$ cat config.mk
export PLATFORM = sky130hd
export DESIGN_NAME = fetch_ctrl_flat
export DESIGN_NICKNAME = d
export VERILOG_FILES = /design/src/rtl/fetch_ctrl_pkg.sv /design/src/rtl/fetch_ctrl_if.sv /design/src/rtl/line_buf.sv /design/src/rtl/fetch_ctrl.sv /design/src/flat_wrapper.sv
export SDC_FILE = /design/constraint.sdc
export NUM_CORES = 1
export LEC_CHECK = 0
export ABC_AREA = 0
export BUFFER_PORTS_ARGS = -buffer_cell sky130_fd_sc_hd__buf_4
export CAP_MARGIN = 25
export CORE_MARGIN = 4
export CORE_UTILIZATION = 53
export DETAILED_ROUTE_END_ITERATION = 7
export GPL_TIMING_DRIVEN = 0
export PLACE_DENSITY_LB_ADDON = 0.12
export SYNTH_ARGS = -nofsm -noshare
export SYNTH_HDL_FRONTEND = slang
export SYNTH_SLANG_ARGS = --single-unit
$ cat constraint.sdc
create_clock -name clk -period 5.6 [get_ports clk]
set_input_delay 0.28 -clock clk [delete_from_list [all_inputs] [get_ports clk]]
set_output_delay 0.28 -clock clk [all_outputs]
set_load 0.005 [all_outputs]
$ cat src/rtl/fetch_ctrl_pkg.sv
// Shared cache package: line-transfer command encodings, fetch FSM states
// and index-width helper used by the fetch controller and its interface.
package fetch_ctrl_pkg;

  localparam int CMD_W = 2;

  typedef enum logic [CMD_W-1:0] {
    CMD_WB   = 2'b00,
    CMD_FILL = 2'b01
  } fetch_cmd_e;

  typedef enum logic [2:0] {
    IDLE,
    WB_ADDR,
    WB_DATA,
    FILL_ADDR,
    FILL_DATA,
    DONE
  } fetch_state_e;

  // One extra bit so a beat index can reach list_width without wrapping.
  function automatic int idx_width(input int words);
    return $clog2(words) + 1;
  endfunction

endpackage

$ cat src/rtl/fetch_ctrl_if.sv
// Bundle of the fetch request, data-array and external-burst signals.
// master = fetch controller view, slave = environment view.
interface fetch_ctrl_if
  import fetch_ctrl_pkg::*;
#(
  parameter int addr_width = 32,
  parameter int list_depth = 4,
  parameter int data_width = 32,
  parameter int list_width = 32
);
  localparam int TW = $clog2(list_depth);
  localparam int MW = TW + $clog2(list_width);

  logic                  fetch_req;
  logic [CMD_W-1:0]      fetch_cmd;
  logic [TW-1:0]         fetch_tag;
  logic [addr_width-1:0] fetch_addr;
  logic                  fetch_gnt;
  logic                  fetch_done;

  logic [MW-1:0]         mem_raddr;
  logic                  mem_ren;
  logic                  mem_rready;
  logic [data_width-1:0] mem_rdata;
  logic                  mem_rdata_valid;

  logic [MW-1:0]         mem_waddr;
  logic                  mem_wen;
  logic [data_width-1:0] mem_wdata;
  logic                  mem_wready;

  logic                  ext_req;
  logic                  ext_we;
  logic [addr_width-1:0] ext_addr;
  logic                  ext_gnt;

  logic [data_width-1:0] ext_wdata;
  logic                  ext_wvalid;
  logic                  ext_wready;

  logic [data_width-1:0] ext_rdata;
  logic                  ext_rdata_valid;
  logic                  ext_rready;

  modport master (
    input  fetch_req, fetch_cmd, fetch_tag, fetch_addr,
    output fetch_gnt, fetch_done,
    output mem_raddr, mem_ren,
    input  mem_rready, mem_rdata, mem_rdata_valid,
    output mem_waddr, mem_wen, mem_wdata,
    input  mem_wready,
    output ext_req, ext_we, ext_addr,
    input  ext_gnt,
    output ext_wdata, ext_wvalid,
    input  ext_wready,
    input  ext_rdata, ext_rdata_valid,
    output ext_rready
  );

  modport slave (
    output fetch_req, fetch_cmd, fetch_tag, fetch_addr,
    input  fetch_gnt, fetch_done,
    input  mem_raddr, mem_ren,
    output mem_rready, mem_rdata, mem_rdata_valid,
    input  mem_waddr, mem_wen, mem_wdata,
    output mem_wready,
    input  ext_req, ext_we, ext_addr,
    output ext_gnt,
    input  ext_wdata, ext_wvalid,
    output ext_wready,
    output ext_rdata, ext_rdata_valid,
    input  ext_rready
  );

endinterface

$ cat src/rtl/line_buf.sv
// Two-entry FIFO staging line beats between the data array and the external
// bus; accepts a push and a pop in the same cycle even when full.
module line_buf #(
  parameter int DW = 32
) (
  input  logic          clk,
  input  logic          rst,
  input  logic          push,
  input  logic [DW-1:0] push_data,
  input  logic          pop,
  output logic [DW-1:0] head,
  output logic [1:0]    count
);
  logic [DW-1:0] store_q [2];
  logic          wr_ptr;
  logic          rd_ptr;
  logic          do_push;
  logic          do_pop;

  assign do_pop  = pop && (count != 2'd0);
  assign do_push = push && ((count != 2'd2) || do_pop);
  assign head    = store_q[rd_ptr];

  // NOTE: storage is deliberately not reset; count and pointers gate every use of it.
  always_ff @(posedge clk) begin
    if (do_push) store_q[wr_ptr] <= push_data;
  end

  always_ff @(posedge clk) begin
    if (rst) begin
      wr_ptr <= 1'b0;
      rd_ptr <= 1'b0;
      count  <= 2'd0;
    end else begin
      if (do_push) wr_ptr <= ~wr_ptr;
      if (do_pop)  rd_ptr <= ~rd_ptr;
      case ({do_push, do_pop})
        2'b10:   count <= count + 2'd1;
        2'b01:   count <= count - 2'd1;
        default: count <= count;
      endcase
    end
  end

endmodule

$ cat src/rtl/fetch_ctrl.sv
// Cache line mover: write-back streams a line from the data array to the
// external bus, fill streams an external burst into the data array.
module fetch_ctrl
  import fetch_ctrl_pkg::*;
#(
  parameter int addr_width = 32,
  parameter int list_depth = 4,
  parameter int data_width = 32,
  parameter int list_width = 32
) (
  input logic          clk,
  input logic          rst,
  fetch_ctrl_if.master bus
);
  localparam int TW = $clog2(list_depth);
  localparam int LW = $clog2(list_width);
  localparam int IW = idx_width(list_width);
  localparam logic [IW-1:0] BEATS = IW'(list_width);
  localparam logic [IW-1:0] LAST  = IW'(list_width - 1);

  fetch_state_e          state;
  logic [TW-1:0]         tag_q;
  logic [addr_width-1:0] addr_q;
  logic [IW-1:0]         rd_idx;
  logic [IW-1:0]         wr_idx;
  logic [1:0]            rd_out;

  logic                  in_wb;
  logic                  rd_hs;
  logic                  rd_ret;
  logic                  fill_push;
  logic                  buf_push;
  logic                  buf_pop;
  logic [data_width-1:0] buf_head;
  logic [1:0]            buf_count;
  logic [2:0]            inflight;

  line_buf #(.DW(data_width)) u_buf (
    .clk       (clk),
    .rst       (rst),
    .push      (buf_push),
    .push_data (in_wb ? bus.mem_rdata : bus.ext_rdata),
    .pop       (buf_pop),
    .head      (buf_head),
    .count     (buf_count)
  );

  // NOTE: every output decodes registered state only, so no input reaches an output combinationally.
  assign in_wb    = (state == WB_ADDR) || (state == WB_DATA);
  assign inflight = {1'b0, rd_out} + {1'b0, buf_count};

  assign bus.fetch_gnt  = (state == IDLE);
  assign bus.fetch_done = (state == DONE);

  assign bus.ext_req  = (state == WB_ADDR) || (state == FILL_ADDR);
  assign bus.ext_we   = (state == WB_ADDR);
  assign bus.ext_addr = bus.ext_req ? addr_q : '0;

  assign bus.mem_ren   = in_wb && (rd_idx < BEATS) && (inflight < 3'd2);
  assign bus.mem_raddr = in_wb ? {tag_q, rd_idx[LW-1:0]} : '0;
  assign rd_hs         = bus.mem_ren && bus.mem_rready;
  // Only returns we are actually waiting for may enter the buffer.
  assign rd_ret        = in_wb && bus.mem_rdata_valid && (rd_out != 2'd0);

  assign bus.ext_wvalid = (state == WB_DATA) && (buf_count != 2'd0);
  assign bus.ext_wdata  = bus.ext_wvalid ? buf_head : '0;

  assign bus.ext_rready = (state == FILL_DATA) && (buf_count != 2'd2) && (rd_idx < BEATS);
  assign fill_push      = bus.ext_rready && bus.ext_rdata_valid;

  assign bus.mem_wen   = (state == FILL_DATA) && (buf_count != 2'd0);
  assign bus.mem_waddr = (state == FILL_DATA) ? {tag_q, wr_idx[LW-1:0]} : '0;
  assign bus.mem_wdata = bus.mem_wen ? buf_head : '0;

  assign buf_push = rd_ret || fill_push;
  assign buf_pop  = (bus.ext_wvalid && bus.ext_wready) || (bus.mem_wen && bus.mem_wready);

  always_ff @(posedge clk) begin
    if (rst) begin
      state  <= IDLE;
      tag_q  <= '0;
      addr_q <= '0;
      rd_idx <= '0;
      wr_idx <= '0;
      rd_out <= '0;
    end else begin
      case (state)
        IDLE: begin
          if (bus.fetch_req) begin
            tag_q  <= bus.fetch_tag;
            addr_q <= bus.fetch_addr;
            case (bus.fetch_cmd)
              CMD_WB:   state <= WB_ADDR;
              CMD_FILL: state <= FILL_ADDR;
              default:  state <= DONE;
            endcase
          end
        end
        WB_ADDR:   if (bus.ext_gnt) state <= WB_DATA;
        FILL_ADDR: if (bus.ext_gnt) state <= FILL_DATA;
        WB_DATA, FILL_DATA: begin
          if (buf_pop && (wr_idx == LAST)) state <= DONE;
        end
        DONE:    state <= IDLE;
        default: state <= IDLE;
      endcase

      if (state == DONE) begin
        rd_idx <= '0;
        wr_idx <= '0;
        rd_out <= '0;
      end else begin
        if (rd_hs || fill_push) rd_idx <= rd_idx + IW'(1);
        if (buf_pop)            wr_idx <= wr_idx + IW'(1);
        case ({rd_hs, rd_ret})
          2'b10:   rd_out <= rd_out + 2'd1;
          2'b01:   rd_out <= rd_out - 2'd1;
          default: rd_out <= rd_out;
        endcase
      end
    end
  end

endmodule

$ cat src/flat_wrapper.sv
// flat-port wrapper written by rule: the top's interface ports become plain ports
module fetch_ctrl_flat import fetch_ctrl_pkg::*;
#(
  parameter int addr_width = 32,
  parameter int list_depth = 4,
  parameter int data_width = 32,
  parameter int list_width = 32
)
  (clk, rst, bus_fetch_req, bus_fetch_cmd, bus_fetch_tag, bus_fetch_addr, bus_fetch_gnt, bus_fetch_done, bus_mem_raddr, bus_mem_ren, bus_mem_rready, bus_mem_rdata, bus_mem_rdata_valid, bus_mem_waddr, bus_mem_wen, bus_mem_wdata, bus_mem_wready, bus_ext_req, bus_ext_we, bus_ext_addr, bus_ext_gnt, bus_ext_wdata, bus_ext_wvalid, bus_ext_wready, bus_ext_rdata, bus_ext_rdata_valid, bus_ext_rready);
  fetch_ctrl_if #(.addr_width(addr_width), .list_depth(list_depth), .data_width(data_width), .list_width(list_width)) bus_i ();
  input logic clk;
  input logic rst;
  input wire logic [$bits(bus_i.fetch_req)-1:0] bus_fetch_req;
  input wire logic [$bits(bus_i.fetch_cmd)-1:0] bus_fetch_cmd;
  input wire logic [$bits(bus_i.fetch_tag)-1:0] bus_fetch_tag;
  input wire logic [$bits(bus_i.fetch_addr)-1:0] bus_fetch_addr;
  output wire logic [$bits(bus_i.fetch_gnt)-1:0] bus_fetch_gnt;
  output wire logic [$bits(bus_i.fetch_done)-1:0] bus_fetch_done;
  output wire logic [$bits(bus_i.mem_raddr)-1:0] bus_mem_raddr;
  output wire logic [$bits(bus_i.mem_ren)-1:0] bus_mem_ren;
  input wire logic [$bits(bus_i.mem_rready)-1:0] bus_mem_rready;
  input wire logic [$bits(bus_i.mem_rdata)-1:0] bus_mem_rdata;
  input wire logic [$bits(bus_i.mem_rdata_valid)-1:0] bus_mem_rdata_valid;
  output wire logic [$bits(bus_i.mem_waddr)-1:0] bus_mem_waddr;
  output wire logic [$bits(bus_i.mem_wen)-1:0] bus_mem_wen;
  output wire logic [$bits(bus_i.mem_wdata)-1:0] bus_mem_wdata;
  input wire logic [$bits(bus_i.mem_wready)-1:0] bus_mem_wready;
  output wire logic [$bits(bus_i.ext_req)-1:0] bus_ext_req;
  output wire logic [$bits(bus_i.ext_we)-1:0] bus_ext_we;
  output wire logic [$bits(bus_i.ext_addr)-1:0] bus_ext_addr;
  input wire logic [$bits(bus_i.ext_gnt)-1:0] bus_ext_gnt;
  output wire logic [$bits(bus_i.ext_wdata)-1:0] bus_ext_wdata;
  output wire logic [$bits(bus_i.ext_wvalid)-1:0] bus_ext_wvalid;
  input wire logic [$bits(bus_i.ext_wready)-1:0] bus_ext_wready;
  input wire logic [$bits(bus_i.ext_rdata)-1:0] bus_ext_rdata;
  input wire logic [$bits(bus_i.ext_rdata_valid)-1:0] bus_ext_rdata_valid;
  output wire logic [$bits(bus_i.ext_rready)-1:0] bus_ext_rready;
  assign bus_i.fetch_req = bus_fetch_req;
  assign bus_i.fetch_cmd = bus_fetch_cmd;
  assign bus_i.fetch_tag = bus_fetch_tag;
  assign bus_i.fetch_addr = bus_fetch_addr;
  assign bus_fetch_gnt = bus_i.fetch_gnt;
  assign bus_fetch_done = bus_i.fetch_done;
  assign bus_mem_raddr = bus_i.mem_raddr;
  assign bus_mem_ren = bus_i.mem_ren;
  assign bus_i.mem_rready = bus_mem_rready;
  assign bus_i.mem_rdata = bus_mem_rdata;
  assign bus_i.mem_rdata_valid = bus_mem_rdata_valid;
  assign bus_mem_waddr = bus_i.mem_waddr;
  assign bus_mem_wen = bus_i.mem_wen;
  assign bus_mem_wdata = bus_i.mem_wdata;
  assign bus_i.mem_wready = bus_mem_wready;
  assign bus_ext_req = bus_i.ext_req;
  assign bus_ext_we = bus_i.ext_we;
  assign bus_ext_addr = bus_i.ext_addr;
  assign bus_i.ext_gnt = bus_ext_gnt;
  assign bus_ext_wdata = bus_i.ext_wdata;
  assign bus_ext_wvalid = bus_i.ext_wvalid;
  assign bus_i.ext_wready = bus_ext_wready;
  assign bus_i.ext_rdata = bus_ext_rdata;
  assign bus_i.ext_rdata_valid = bus_ext_rdata_valid;
  assign bus_ext_rready = bus_i.ext_rready;
  fetch_ctrl #(.addr_width(addr_width), .list_depth(list_depth), .data_width(data_width), .list_width(list_width)) u_core (.clk(clk), .rst(rst), .bus(bus_i));
endmodule
* Yosys cells after proc, flatten, opt, wreduce, memory -nomap -nowiden
Memory sizes are Yosys's and may differ from the RTL's. A register that Yosys moved wholly into a read port is not among the register bits. Cells that the tools add are included.
Storage, ports and cells: flip-flop bits (word level) 55, memory bits (writable) 64, output and inout port bits 118, logic and storage cells 86, memories 1
Memories:
- u_core.u_buf.store_q | depth 2, width 32, rd ports 1, clocked after Yosys merged registers in 1, wr ports 1, RTL line line_buf.sv:14 | logic [DW-1:0] store_q [2];
Cells by class: add/subtract/negate cells 7, $lt $le $gt $ge 2, equal/unequal tests 16, mux-type cells 18, bitwise gates (word level) 2, reduce and logical (&&, ||, !) cells 31
Operator list (number):
- 2-to-1 mux 32 bit | 4
- logical AND 1 bit | 15
- 2-to-1 mux 7 bit | 2
- adder 6 x 1 -> 6 bit (second input constant) | 2
- 2-to-1 mux 3 bit | 4
- one-hot mux 3 bit (4 select lines) | 1
- one-hot mux 2 bit (2 select lines) | 2
- nonzero test 2 bit | 4
- == test 2 x 1 -> 1 bit (second input constant) | 3
- == test 3 x 2 -> 1 bit (second input constant) | 2
- == test 3 bit (second input constant) | 2
- == test 6 x 5 -> 1 bit (second input constant) | 1
- logical OR 1 bit | 6
- < comparator 6 bit (second input constant) | 1
- != test 2 bit (second input constant) | 3
- one-hot mux 3 bit (2 select lines) | 1
- adder 2 x 1 -> 2 bit (second input constant) | 2
- == test 2 bit (second input constant) | 2
- 2-to-1 mux 1 bit | 4
- != test 2 x 1 -> 1 bit (second input constant) | 2
- AND reduction 4 bit | 1
- OR reduction 2 bit | 2
- subtractor 2 x 1 -> 2 bit (second input constant) | 2
- adder 2 x 2 -> 3 bit | 1
- 6 further kinds | 7

* Longest topological paths before layout
Gate-level depths: netlist (run 1).
depth after elaboration 9, depth in mapped cells 10, mapped depth without buffers 9

* Modules after synthesis
A second synthesis (run 1) with hierarchy kept.
Second synthesis, totals: cell total of the unflattened synthesis 570, area, all modules 5916.9 um^2
By module, submodules not included:
- fetch_ctrl | instances 1, cells each 442, area each 3369.5 um^2, sequential area each 1021.0 um^2
- line_buf | instances 1, cells each 128, area each 2547.4 um^2, sequential area each 2021.9 um^2

* Worst setup path before layout (run 1)
OpenSTA, ideal clock, no wires.
path kind reg-to-reg, start reg u_core.state[0], end mem u_core.u_buf.store_q[0][0], enable pin, library setup time 422 ps, arrival time 2571 ps, data required time 5178 ps, setup slack 2608 ps, cell stages (with the launch flop) 8, clock period less this slack 2992 ps, path through dfxtp_1 -> buf_6 -> nor3b_1 -> and4_1 -> buf_4 -> o22a_2 -> inv_2 -> nor2_1
Between the ends: cells in the longest elaborated chain, start to end 9, elaborated cells between the ends (all ways) 20
Ends and longest elaborated chain:
- from (decl) | RTL line fetch_ctrl.sv:21 | fetch_state_e state;
- from (signal assigned) | RTL line fetch_ctrl.sv:80 | state <= IDLE;
- from (signal assigned) | RTL line fetch_ctrl.sv:93 | CMD_WB: state <= WB_ADDR;
- from (signal assigned) | RTL line fetch_ctrl.sv:94 | CMD_FILL: state <= FILL_ADDR;
- == test 3 x 2 -> 1 bit or == test 3 bit (tied branches)
- logical AND 1 bit, on equally long branches | RTL line fetch_ctrl.sv:65, fetch_ctrl.sv:71
- logical AND 1 bit | RTL line fetch_ctrl.sv:76 | assign buf_pop = (bus.ext_wvalid && bus.ext_wready) || (bus.mem_wen && bus.mem_wready);
- logical OR 1 bit | RTL line fetch_ctrl.sv:76
- logical AND 1 bit | RTL line line_buf.sv:20 | assign do_pop = pop && (count != 2'd0);
- logical OR 1 bit | RTL line line_buf.sv:21 | assign do_push = push && ((count != 2'd2) || do_pop);
- logical AND 1 bit * | RTL line line_buf.sv:21
- 2-to-1 mux 1 bit * | RTL line line_buf.sv:26 | if (do_push) store_q[wr_ptr] <= push_data;
- 2-to-1 mux 1 bit (not written as such) * | RTL line line_buf.sv:26
- to (decl) | RTL line line_buf.sv:14
Every way passes the cells marked *; elsewhere a longest branch is shown, timed or not.

* Worst setup path in the final report (run 1)
start reg u_core.u_buf.count[0], end reg u_core.rd_out[1]
Between the ends: cells in the longest elaborated chain, start to end 6, elaborated cells between the ends (all ways) 8
Ends and longest elaborated chain:
- from (decl) | RTL line line_buf.sv:12 | output logic [1:0] count
- from (signal assigned) | RTL line line_buf.sv:38 | 2'b10: count <= count + 2'd1;
- from (signal assigned) | RTL line line_buf.sv:39 | 2'b01: count <= count - 2'd1;
- from (signal assigned) | RTL line line_buf.sv:40 | default: count <= count;
- adder 2 x 2 -> 3 bit * | RTL line fetch_ctrl.sv:50 | assign inflight = {1'b0, rd_out} + {1'b0, buf_count};
- < comparator 3 x 2 -> 1 bit * | RTL line fetch_ctrl.sv:59 | assign bus.mem_ren = in_wb && (rd_idx < BEATS) && (inflight < 3'd2);
- logical AND 1 bit * | RTL line fetch_ctrl.sv:59
- logical AND 1 bit * | RTL line fetch_ctrl.sv:61 | assign rd_hs = bus.mem_ren && bus.mem_rready;
- == test 2 x 1 -> 1 bit or == test 2 bit (tied branches) | RTL line fetch_ctrl.sv:115 | case ({rd_hs, rd_ret})
- one-hot mux 2 bit (2 select lines) or nonzero test 2 bit (tied branches)
- to (signal assigned) | RTL line fetch_ctrl.sv:116 | 2'b10: rd_out <= rd_out + 2'd1;
- to (signal assigned) | RTL line fetch_ctrl.sv:117 | 2'b01: rd_out <= rd_out - 2'd1;
- to (signal assigned) | RTL line fetch_ctrl.sv:118 | default: rd_out <= rd_out;
- to (decl) | RTL line fetch_ctrl.sv:26 | logic [1:0] rd_out;
Marked as above. A chain may end at the register's enable or synchronous reset.

==> results of run 1 <==
## state kept, by name, summed over array words and instances (netlist names), named ones only
name and cells:
u_core.tag_q 2, u_core.u_buf.count 2, u_core.rd_out 2, u_core.u_buf.store_q 64
u_core.u_buf.wr_ptr 1, u_core.rd_idx 6, u_core.state 3, u_core.addr_q 32
u_core.wr_idx 6, u_core.u_buf.rd_ptr 1
## power breakdown
part	total, uW	switching, uW	internal, uW	leakage (uW)
combinational	901	503	397	0.00216
clock	1030	394	635	0.000269
sequential	1170	67.0	1110	0.00103
total	3100	964	2140	0.00347
## placed cells by master, fill, tap and decap left out, drive strengths merged, types with 8 or more instances in the layout
master and instances:
o21ai 8, mux2 33, and3 9, edfxtp 64, mux2i 38, inv 10, nor2 79, a21oi 41
dfxtp 56, and2 42, buf 243, xnor2 9, clkbuf 39, nand2 76
## logic make-up (layout without fill, tap and decap cells)
group,Yosys count,in the layout,synth area share (%)
buf+inv,47,306,4.00
compound gates,63,63,6.99
fa+ha+maj,5,5,1.22
mux,71,71,13.1
flops,120,120,52.8
simple gates,241,241,19.9
xor+xnor,12,12,1.96
## layout make-up
cell class                      count  area share [%]
Multi-Input combinational cell    392            30.3
Inverter                            9           0.411
Clock buffer                       18            5.08
Timing Repair Buffer              228            20.9
Clock inverter                     13            1.84
Sequential cell                   120            37.0
Buffer                             38            2.39
Tap cell                          136            2.07
## routing by layer
metal  global-route usage (%)  wire length [um]  vias to the layer above
met1                     26.7              5840                     2300
li1                         -                 -                     2407
met3                     6.79              1090                       24
met5                        0                 0                        -
met4                     7.29               221                        0
met2                     44.6              8130                      195
## through the flow
| stage | std cells | util [%] | cell area [um^2] | hold WS, ns | power (uW) |
|---|---|---|---|---|---|
| 6_report | 954 | 78.6 | 8230 | 0.0179 | 3100 |
| 5_1_grt | 954 | 78.6 | 8230 | 0.00224 | 3270 |
| 4_1_cts | 953 | 78.5 | 8220 | 0.00405 | 3120 |
| 3_5_place_dp | 921 | 73.0 | 7640 | 0.442 | 2090 |
| 3_3_place_gp | 921 | 72.9 | 7630 | 0.437 | 2050 |
| 2_1_floorplan | 559 | - | 5760 | 0.416 | 1760 |
## final timing paths
kind | from | end
worst max-delay path | u_core.u_buf.count[0]$_SDFFE_PP0P_ | u_core.rd_out[1]$_SDFFE_PP0P_
worst min-delay path | bus_fetch_addr[11] | u_core.addr_q[11]$_SDFFE_PP0P_
worst max register to register | u_core.u_buf.count[0]$_SDFFE_PP0P_ | u_core.rd_out[1]$_SDFFE_PP0P_
worst min register to register | u_core.addr_q[31]$_SDFFE_PP0P_ | u_core.addr_q[31]$_SDFFE_PP0P_
## worst reg2reg max path, cell delays in order, from the launching register on
cell and delay [ns]:
dfxtp_1 0.45, and2_1 0.20, fa_1 0.43, nor3_1 0.27
and4_1 0.26, buf_4 0.15, inv_1 0.07, ha_1 0.32
or3_1 0.38, a21oi_1 0.14
## timing repair
item,in CTS,in global routing
gates resized for setup,0,0
endpoints found under the hold margin,1,1
hold buffers,1,1
==> out/metrics.yaml, run 1 <==
global_routing:
  grt_overflow_total: 0
  grt_start_max_net_pins: 33
  antenna_found_initial: 0
  grt_pass1_vias: 5176
  grt_pass1_wl_um: 24600
  grt_use_total_pct: 24.1
routing:
  drc_errors: 0
  dr.first_iter.drc_count: 260
  wirelength_um: 15300
  dr.pass1.iters: 4
  vias: 4926
  wl_per_cell_um: 16.0
  postRouteAntennaNets: 0
  routed_via_density: 5.16
cells_and_area:
  n_antenna_cell: 0
  nFillCells: 711
  drive_above_1_share_pct: 36.3
  syn_to_final_growth_pct: 42.8
  multiInputGateArea_um2: 2500
  nets: 920
  ff_latch_area_um2: 3040
placed_design:
  io_buffers: 226
  routabilityCongestion: 0.823
  hpwl_um: 11600
  place_ws_ns: 2.92
timing:
  fin_ws_ns: 2.87
  hold_viol_final: 0
  max_freq_mhz: 367
  fin_worst_skew_ns: 0.00600
  timing.setup.tns_ns: 0
  min_period_ns: 2.73
  worstMarginPinSlew_ns: 0.922
  finalMaxSlewViolations: 0
  setup_violations: 0
  rsz0062_at_grt: "false"
  slew_headroom_pct: 38.4
  period_share_pct: 48.7
power_and_ir_drop:
  vdd_drop_max_mv: 0.279
  p_per_area_nw_per_um2: 377
  cellLeakagePower_uw: 0.00347
critical_path:
  cp_data_required_time_ns: 6.04
  crit_fanout: 6
  path_depth: 9
  cp_slowest_stage_delay_ns: 0.45
  critical_path_arrival_ns: 3.16
  rrSetupSlack_ns: 2.87
  crit_type: "reg2reg"
  cp-end-kind: "flop"
  slowest_stage: "dfxtp_1"
  path_buf_inv: 2
  cp-start-kind: "flop"
  crit_family: "simple AND/OR/NAND/NOR gates"
  rr_worst_depth: 9
  crit_chain: "and2_1 > fa_1 > nor3_1 > and4_1 > buf_4 > inv_1 > ha_1 > or3_1 > a21oi_1"
floorplanning:
  ios: 227
  dieArea_um2: 12600
  die_w_um: 112
  die_height_um: 112
  placement_rows: 37
  start_util_pct: 55.1
  coreArea_um2: 10500
synthesis:
  yosysSeqAreaShare_pct: 52.8
  yosysMostFrequentCell: "nor2_1"
  syn_nets: 673
  yosys-top-cells-area: "edfxtp_1, dfxtp_1, mux2i_1"
  synth_common_cells: "nor2_1, nand2_1, edfxtp_1, dfxtp_1, and2_1"
  syn_avg_cell_area_um2: 10.3
  synth_flop_cell: "edfxtp_1"
  netlist-cell-type-count: 53
  synth_edf_count: 64
  synth_area_um2: 5760
  netlist_instances: 559
  ys_async_sr_fraction_pct: 0
  ys_warn_count: 0
  yosys.area.top_type_share_pct: 33.4
  yosys.area.top_type: "edfxtp_1"
  ys_ff_latch: 120
status:
  status: "finished, final reports clean"
clock_network:
  cts_htree_levels: 4
  numCtsBuffers: 17
  clk_latency_ns: 0.51
  clk_path_buf_depth: 2
  post_cts_buffers: 0
  cts_root_buffer: "clkbuf_8"
  cts_tree: "built"
  cts_sinks: 120
  clk_pin_slew_ns: 0.06
hold_path:
  min_path_cells: 3
  hp-class: "in2reg"
flow_run:
  cap_violations: 0
No activity file was read; power rests on OpenSTA's default activity.
==> run 2, diff against run 1 <==
CORE_UTILIZATION = 44   (was 53)
clock period = 2.4 ns   (was 5.6 ns; I/O delays follow)
==> out/metrics.yaml, run 2 (synthesized netlist as in run 1, its figures left out) <==
status:
  status: "finished, violations left"
  violations: "setup timing"
critical_path:
  crit_chain: "and2_1 > fa_1 > nor3_2 > and4_1 > buf_6 > inv_2 > ha_4 > xnor2_1 > or3_1 > a21oi_1"
  critical_path_arrival_ns: 2.75  # -0.41 ns
  cp-start-kind: "flop"
  cp-end-kind: "flop"
  r2r-start: "u_core.u_buf.count[0]$_SDFFE_PP0P_"
  cp_data_required_time_ns: 2.74  # -3.30 ns
  crit_fanout: 6  # unchanged
  cp_slowest_stage_delay_ns: 0.45  # about the same
  rr_worst_depth: 10  # +1
  crit_type: "reg2reg"
  timing.rr.end: "u_core.rd_out[1]$_SDFFE_PP0P_"
  crit_end: "u_core.rd_out[1]$_SDFFE_PP0P_"
  crit_start: "u_core.u_buf.count[0]$_SDFFE_PP0P_"
  slowest_stage: "fa_1"
  rrSetupSlack_ns: -0.01  # -2.88 ns
clock_network:
  cts_htree_levels: 4  # unchanged
  cts_sinks: 120  # unchanged
  numCtsBuffers: 17  # unchanged
  clk_latency_ns: 0.40  # -0.11 ns
  cts_tree: "built"
  clk_pin_slew_ns: 0.05  # about the same
  clk_path_buf_depth: 2  # unchanged
  cts_root_buffer: "clkbuf_16"
floorplanning:
  die_height_um: 122  # +9.1%
  die_w_um: 122  # +9.1%
  ios: 227  # unchanged
  start_util_pct: 45.3  # -9.8 points
  placement_rows: 41  # +11%
  dieArea_um2: 15000  # +19%
  coreArea_um2: 12700  # +22%
timing:
  finalMaxSlewViolations: 0  # unchanged
  rsz0062_at_grt: "true"
  fin_ws_ns: -0.0103  # -2.88 ns
  whs_ns: 0.0337  # +0.0158 ns
  max_freq_mhz: 415  # +13%
  hold_viol_final: 0  # unchanged
  min_period_ns: 2.41  # -0.316 ns
  period_share_pct: 100  # +52 points
  worstMarginPinSlew_ns: 0.726  # -0.196 ns
  setup_violations: 1  # +1
  fin_worst_skew_ns: 0.00614  # +0.000143 ns
  slew_headroom_pct: 51.6  # +13 points
power_and_ir_drop:
  p_per_area_nw_per_um2: 872  # +130%
  vdd_drop_max_mv: 0.489  # +75%
  cellLeakagePower_uw: 0.00369  # +6.5%
cells_and_area:
  drive_above_1_share_pct: 37.1  # +0.77 points
  final_common_cell: "buf_4"
  mostFrequentLayoutCells: "buf_4, nor2_1, nand2_1"
  reg_top3: "u_core.u_buf.store_q (64), u_core.addr_q (32)"
  n_antenna_cell: 0  # unchanged
  final_area_um2: 8750  # +6.4%
  nets: 956  # +3.9%
  top_register: "u_core.u_buf.store_q"
  largest_register_ffs: 64  # unchanged
  syn_to_final_growth_pct: 51.9
hold_path:
  hp-class: "in2reg"
  worstHoldStart: "bus_ext_rdata[12]"
placed_design:
  dpl_cell_area_um2: 7680  # +0.59%
  hpwl_um: 11700  # +1.2%
  io_buffers: 226  # unchanged
  routabilityCongestion: 0.793  # -3.7%
routing:
  wl_per_cell_um: 16.0  # +0.20%
  wirelength_um: 16500  # +7.9%
  dr.first_iter.drc_count: 222  # -15%
  routed_via_density: 4.95  # -4.1%
  vias: 5088  # +3.3%
  postRouteAntennaNets: 0  # unchanged
  drc_errors: 0  # unchanged
  dr.pass1.iters: 4  # unchanged
global_routing:
  grt_overflow_total: 0  # unchanged
  antenna_found_initial: 0  # unchanged
  grt_use_total_pct: 21.4  # -2.7 points
  grt_start_max_net_pins: 33  # unchanged
  grt_pass1_vias: 5120  # -1.1%
  grt_pass1_wl_um: 24800  # +0.56%
flow_run:
  cap_violations: 0  # unchanged
[run 2: changes by cell type in the layout (fill, tap and decap cells not counted), moves of 4 or more]
cell / previous run / this run
clkbuf_16: 16 / 20
dfxtp_1: 56 / 51
clkbuf_1: 22 / 18
dlygate4sd3_1: 2 / 34
dfxtp_2: 0 / 4
clkbuf_2: 0 / 5
clkinv_4: 6 / 0
[run 2: how the worst min path moves through the flow]
stage	end	slack (ns)	depth (start not counted)
after floorplan	u_core.addr_q[0]$_SDFFE_PP0P_	0.26	2
after global placement	u_core.addr_q[1]$_SDFFE_PP0P_	0.37	3
after detailed placement	u_core.addr_q[11]$_SDFFE_PP0P_	0.37	3
after CTS	u_core.u_buf.store_q[1][21]$_DFFE_PP_	0.01	2
after global routing	u_core.u_buf.store_q[1][12]$_DFFE_PP_	0.02	2
final	u_core.u_buf.store_q[0][12]$_DFFE_PP_	0.03	2
[run 2: per-layer routing]
metal	track usage (%)	vias to the layer above	part of all wire, %
met2	38.4	216	51
met4	10.1	0	3.0
met3	5.71	41	7.9
met1	23.4	2346	38
met5	0	-	0
li1	-	2485	-
[run 2: worst max-delay path: cells and delay by family (launching register included)]
family,cells,cell delay [ns]
adders and majority gates,2,0.60
and+or+nand+nor,4,0.92
AOI/OAI and AO/OA,1,0.14
buffers and inverters,2,0.18
xor gates and xnor gates,1,0.13
DFF,1,0.37
[run 2: power by group]
part	switching, uW	leakage, uW	internal, uW	total, uW
Clock	844	0.000315	1790	2640
Sequential	161	0.00104	2590	2750
Combinational	1240	0.00234	999	2240
[run 2: timing repair]
| item | in CTS | in global routing |
|---|---|---|
| setup buffers | 0 | 4 |
| setup endpoints to repair | 88 | 68 |
| hold buffers | 34 | 0 |
| pin swaps | 2 | 4 |
| gates cloned | 1 | 0 |
| endpoints found under the hold margin | 34 | 0 |
| gates resized for setup | 7 | 17 |
[run 2: cell type report]
cell class,instances,area (um^2)
repair buffers,264,2070
fillers,981,3970
well taps,172,215
flip-flops and latches,120,3050
plain buffers,37,203
multi-input cells,393,2540
clock inverters,6,80.1
inverters,9,33.8
clock buffers,26,553
[run 2: per-stage QoR]
step	total power, uW	utilization [%]	std cells	worst slack (ns)	TNS, ns
after global placement	4820	60.4	957	-0.553	-21.52
after global routing	8010	68.8	1027	-0.133	-0.133
after floorplan	4110	-	559	0.00735	0
final	7630	68.8	1027	-0.0103	-0.0103
after detailed placement	4900	60.4	957	-0.210	-6.95
after CTS	7620	68.2	1024	-0.0727	-0.0878
